## config.mk

```make
export PLATFORM = sky130hd
export DESIGN_NAME = dmi_req_arbiter
export DESIGN_NICKNAME = d
export VERILOG_FILES = /design/src/rtl/dmi_req_arbiter.sv
export SDC_FILE = /design/constraint.sdc
export NUM_CORES = 1
export LEC_CHECK = 0
export CAP_MARGIN = 20
export CORE_MARGIN = 10
export CORE_UTILIZATION = 39
export CTS_CLUSTER_DIAMETER = 80
export DETAILED_ROUTE_END_ITERATION = 8
export PLACE_DENSITY = 0.95
export SETUP_SLACK_MARGIN = 0.3
export SYNTH_ARGS = -nofsm -noshare
export SYNTH_HDL_FRONTEND = slang
export SYNTH_SLANG_ARGS = --single-unit
export TNS_END_PERCENT = 5
```

## constraint.sdc

```tcl
create_clock -name clk -period 4.8 [get_ports clk]
set_input_delay 0.96 -clock clk [delete_from_list [all_inputs] [get_ports clk]]
set_output_delay 0.96 -clock clk [all_outputs]
set_load 0.02 [all_outputs]
```

## src/rtl/dmi_req_arbiter.sv

```systemverilog
// dmi_req_arbiter
//   Shares one RISC-V DMI request/response channel between two debug requesters
//   (s0 = JTAG DR-shift side, s1 = secondary debug host). Round-robin grant, a single
//   outstanding transaction, and the response is routed back to the requester that owns it.
//   If the DMI does not answer within TMO_CYCLES, a failed-status word is returned instead,
//   so no requester can hang.
//
// Ports
//   clk, dev_rst_n              clock (rising edge), synchronous active-low reset
//   sN_req_vld/rdy/data         request from requester N (N = 0, 1)
//   sN_resp_vld/rdy/data        response to requester N
//   m_req_vld/rdy/data          request toward the DMI
//   m_resp_vld/rdy/data         response from the DMI
//   busy                        a transaction is in flight
//   owner                       index of the requester owning the transaction
//   tmo_evt                     one-cycle pulse when a response timeout was taken
module dmi_req_arbiter #(
  parameter int unsigned DMI_ADDR_WIDTH = 7,
  parameter int unsigned DMI_DATA_WIDTH = 32,
  parameter int unsigned DMI_OP_WIDTH   = 2,
  parameter int unsigned TX_WIDTH       = DMI_ADDR_WIDTH + DMI_DATA_WIDTH + DMI_OP_WIDTH,
  parameter int unsigned RX_WIDTH       = DMI_DATA_WIDTH + DMI_OP_WIDTH,
  parameter int unsigned TMO_CYCLES     = 1023,
  parameter int unsigned TMO_WIDTH      = 10
) (
  input  logic                clk,
  input  logic                dev_rst_n,
  // requester 0
  input  logic                s0_req_vld,
  output logic                s0_req_rdy,
  input  logic [TX_WIDTH-1:0] s0_req_data,
  output logic                s0_resp_vld,
  input  logic                s0_resp_rdy,
  output logic [RX_WIDTH-1:0] s0_resp_data,
  // requester 1
  input  logic                s1_req_vld,
  output logic                s1_req_rdy,
  input  logic [TX_WIDTH-1:0] s1_req_data,
  output logic                s1_resp_vld,
  input  logic                s1_resp_rdy,
  output logic [RX_WIDTH-1:0] s1_resp_data,
  // DMI side
  output logic                m_req_vld,
  input  logic                m_req_rdy,
  output logic [TX_WIDTH-1:0] m_req_data,
  input  logic                m_resp_vld,
  output logic                m_resp_rdy,
  input  logic [RX_WIDTH-1:0] m_resp_data,
  // status
  output logic                busy,
  output logic                owner,
  output logic                tmo_evt
);

  typedef enum logic [1:0] {StIdle, StReq, StResp, StDlv} state_e;

  localparam bit                   TmoEn   = (TMO_CYCLES != 0);
  localparam logic [TMO_WIDTH-1:0] TmoLast = TMO_WIDTH'(TMO_CYCLES - 1);
  // Failed-status response: zero data, op = 2 (DMI "failed").
  localparam logic [RX_WIDTH-1:0]  TmoWord = {DMI_DATA_WIDTH'(0), DMI_OP_WIDTH'(2)};

  state_e                r_state;
  logic                  r_last_grant;
  logic                  r_owner;
  logic                  r_tmo_evt;
  logic [TX_WIDTH-1:0]   r_req_data;
  logic [RX_WIDTH-1:0]   r_resp_data;
  logic [TMO_WIDTH-1:0]  r_tmo_cnt;

  logic w_idle;
  logic w_any_vld;
  logic w_grant;
  logic w_owner_rdy;
  logic w_tmo_hit;

  assign w_idle    = (r_state == StIdle);
  assign w_any_vld = s0_req_vld | s1_req_vld;
  // Contention goes to the requester that did not win last; otherwise the lone valid wins.
  assign w_grant   = (s0_req_vld & s1_req_vld) ? ~r_last_grant : s1_req_vld;
  assign w_owner_rdy = r_owner ? s1_resp_rdy : s0_resp_rdy;
  assign w_tmo_hit   = TmoEn && (r_tmo_cnt == TmoLast);

  always_ff @(posedge clk) begin
    if (!dev_rst_n) begin
      r_state      <= StIdle;
      r_last_grant <= 1'b1;
      r_owner      <= 1'b0;
      r_tmo_evt    <= 1'b0;
      r_req_data   <= '0;
      r_resp_data  <= '0;
      r_tmo_cnt    <= '0;
    end else begin
      r_tmo_evt <= 1'b0;
      unique case (r_state)
        StIdle: begin
          if (w_any_vld) begin
            r_req_data   <= w_grant ? s1_req_data : s0_req_data;
            r_owner      <= w_grant;
            r_last_grant <= w_grant;
            r_state      <= StReq;
          end
        end
        StReq: begin
          if (m_req_rdy) begin
            r_tmo_cnt <= '0;
            r_state   <= StResp;
          end
        end
        StResp: begin
          r_tmo_cnt <= r_tmo_cnt + TMO_WIDTH'(1);
          // A real response beats a timeout landing on the same cycle.
          if (m_resp_vld) begin
            r_resp_data <= m_resp_data;
            r_state     <= StDlv;
          end else if (w_tmo_hit) begin
            r_resp_data <= TmoWord;
            r_tmo_evt   <= 1'b1;
            r_state     <= StDlv;
          end
        end
        StDlv: begin
          if (w_owner_rdy) begin
            r_state <= StIdle;
          end
        end
        default: r_state <= StIdle;
      endcase
    end
  end

  assign s0_req_rdy   = w_idle & w_any_vld & ~w_grant;
  assign s1_req_rdy   = w_idle & w_any_vld & w_grant;

  assign m_req_vld    = (r_state == StReq);
  assign m_req_data   = r_req_data;
  // Always ready: outside RESP any DMI response is stale and is simply drained.
  assign m_resp_rdy   = 1'b1;

  assign s0_resp_vld  = (r_state == StDlv) & ~r_owner;
  assign s1_resp_vld  = (r_state == StDlv) & r_owner;
  assign s0_resp_data = r_resp_data;
  assign s1_resp_data = r_resp_data;

  assign busy         = ~w_idle;
  assign owner        = r_owner;
  assign tmo_evt      = r_tmo_evt;

endmodule
```

==> qor.yml <==
status:
  status: "finished, final reports clean"
detailed_routing:
  dr.pass1.iters: 8
  final_antenna_net_count: 0
  routed_wl_um: 14000
  drt_iter0_markers: 476
  wl_per_cell_um: 20.4
  vias: 3639
  viasPerCell: 5.31
  drc: 0
clock_network:
  cts_resized: 0
  cts_max_level: 3
  clk_latency_ns: 0.34
  clk_pin_slew_ns: 0.08
  cts_tree: "done"
  clock-sinks: 90
  root_buffer: "clkbuf_8"
  post_cts_buffers: 0
  cts_made_buffers: 9
  clk_path_buf_depth: 2
  ctsHoldBuffers: 0
global_routing:
  grt_pass1_wl_um: 21800
  grt_pass1_vias: 3837
  grtUsageTotal_pct: 19.0
  grt-ovfl-total: 0
  grt_antenna_before_repair: 0
  grt_max_degree: 55
placement:
  hpwlAfterDp_um: 11000
  dp_cells: 668
  port_buffers: 240
  gp_congestion: 0.822
hold_path:
  hold_class: "register to register"
  holdPathEnd: "s0_resp_data[26]$_SDFFE_PN0P_"
  hold_depth: 1
  holdCritStartpoint: "s0_resp_data[26]$_SDFFE_PN0P_"
finish:
  seqCellArea_mm2: 0.00180
  nFillCells: 726
  diodes: 0
  final_cell_mix: "clkdlybuf4s50_1, dfxtp_1, nor2b_1"
  areaGrowthSynthToFinish_pct: 64.4
  fin_nets: 681
  multiInputGateArea_mm2: 0.00154
  layout_commonest_cell: "clkdlybuf4s50_1"
  finalNonFillerCells: 685
  drive_gt1_share_pct: 6.12
synth:
  ys_ff_latch: 90
  synth_cells: 354
  synth_warnings: 0
  synth_top_area_share_pct: 48.0
  synth_top_area_cell: "dfxtp_1"
  synth_area_mm2: 0.00375
  syn_avg_cell_area_um2: 10.6
  synth_area_leaders: "dfxtp_1, a222oi_1, nor2b_1"
  synth.distinct_cells: 43
  syn_nets: 484
  synth_seq_area_share_pct: 48.0
pwr:
  p_clk_share_pct: 18.7
  ir_drop_mv: 0.327
  power_frac_seq_pct: 37.9
  total_power_mw: 2.58
  p_per_area_mw_per_mm2: 419
  p_leak_nw: 2.26
  pwr-share-comb_pct: 43.4
  swShare_pct: 36.3
  switchingPower_mw: 0.938
  p_int_mw: 1.65
floorplanning:
  io_pins: 242
  rows: 35
  die_x_um: 118
  dieArea_mm2: 0.0140
  start_util_pct: 40.3
  coreArea_mm2: 0.00933
  die_y_um: 118
worst_setup_path:
  slowest_stage: "clkdlybuf4s50_1"
  cpPeakStageDelay_ns: 0.63
  cp_top_family: "buffers and inverters"
  path_buf_inv: 2
  reg2reg_slack_ns: 2.91
  critical_path_class: "input port to output port"
  path_cells: "clkdlybuf4s50_1 -> nand2_1 -> a21oi_4 -> clkdlybuf4s50_1"
  r2r_cells: 7
  required_ns: 3.84
  crit_fanout: 4
  reg2reg_from: "r_state[0]$_SDFFE_PN0P_"
  cp_data_arrival_time_ns: 2.46
  setup.worst_path.end_class: "output port"
  r2r_end: "m_req_data[16]$_SDFFE_PN0P_"
  path_common_cell: "clkdlybuf4s50_1"
  cp-start-kind: "input port"
timing:
  slew_headroom_pct: 63.6
  final.min_clock_period_ns: 3.42
  final-max-slew-violation-count: 0
  skew_ns: 0.0175
  tns_ns: 0
  rsz0062_at_grt: "false"
  setup_viol: 0
  max_freq_mhz: 293
  finalCritPeriodShare_pct: 71.1
  tightest_slew_ns: 0.531
  hold_viol: 0
job:
  cap_viol_max_count: 0
-- routing by layer --
| layer | part of all wire, % | global-route usage, % |
|---|---|---|
| met5 | 0 | 0 |
| met1 | 38 | 20.0 |
| met3 | 9.9 | 7.82 |
| met4 | 1.3 | 4.40 |
| met2 | 51 | 34.2 |
-- worst max-delay path by stage --
stage / start / endpoint / cells past startpoint
4_1_cts: s1_req_vld / s1_req_rdy / 4
6_report: s1_req_vld / s1_req_rdy / 4
3_3_place_gp: s1_req_vld / s1_req_rdy / 4
2_1_floorplan: s1_req_vld / s1_req_rdy / 3
3_5_place_dp: s1_req_vld / s1_req_rdy / 4
5_1_grt: s1_req_vld / s1_req_rdy / 4
-- state kept, by name (all words and copies together), names as in the netlist --
| register | flops |
|---|---|
| tmo_evt | 1 |
| r_last_grant | 1 |
| m_req_data | 41 |
| owner | 1 |
| s0_resp_data | 34 |
| r_state | 2 |
| r_tmo_cnt | 10 |
-- cell type report --
| class | count | area share, % |
|---|---|---|
| clock buffers | 11 | 2.45 |
| multi-input cells | 196 | 24.9 |
| flip-flops and latches | 90 | 29.2 |
| repair buffers | 246 | 39.8 |
| clock inverters | 5 | 0.608 |
| well taps | 129 | 2.61 |
| inverters | 8 | 0.486 |
-- cells in the mapped netlist --
cell	number
a21boi_0	1
a21boi_2	1
a21oi_1	4
a21oi_2	2
a221oi_1	1
a222oi_1	41
a22o_1	30
a22o_2	3
and2_1	3
and3_1	2
and3_2	1
and4_1	1
buf_2	12
buf_4	35
buf_6	3
clkbuf_1	8
clkbuf_2	1
clkbuf_8	1
conb_1	1
dfxtp_1	90
ha_1	6
inv_1	8
mux2_2	1
mux2i_1	3
nand2_1	11
nand2b_1	1
nand3_1	4
nand3b_1	1
nand4_1	2
nand4_2	2
nor2_1	7
nor2b_1	45
nor3_1	3
nor3b_1	1
o211a_1	1
o21ai_0	5
o21ai_1	2
o31a_1	1
o31ai_1	1
o31ai_4	1
or3_1	2
xnor2_1	2
xor2_1	3
-- per-stage QoR --
step / utilization (%) / setup slack, ns / hold slack (ns) / cell area (um2)
final: 66.2 / 1.38 / 0.503 / 6170
after global routing: 66.2 / 1.31 / 0.543 / 6170
after CTS: 66.0 / 1.38 / 0.501 / 6160
after detailed placement: 64.0 / 1.39 / 0.483 / 5970
after global placement: 64.0 / 1.42 / 0.476 / 5970
after floorplan: - / 2.36 / 0.468 / 3750
-- cell families after synthesis --
| logic type | share of synthesized area, % |
|---|---|
| AOI/OAI and AO/OA | 22.7 |
| xor gates and xnor gates | 1.17 |
| adders and majority gates | 2.00 |
| buffers and inverters | 11.6 |
| DFF | 48.0 |
| muxes | 1.10 |
| other | 0.0999 |
| and+or+nand+nor | 13.4 |
-- power groups by stage --
stage / registers (mW) / logic [mW] / clock network (mW)
CTS: 0.978 / 1.13 / 0.497
global route: 0.996 / 1.19 / 0.534
finish: 0.979 / 1.12 / 0.483
global placement: 0.982 / 1.10 / 0
floorplan: 1.12 / 0.481 / 0
detailed placement: 0.991 / 1.13 / 0
No activity file was read; power rests on OpenSTA's default activity.
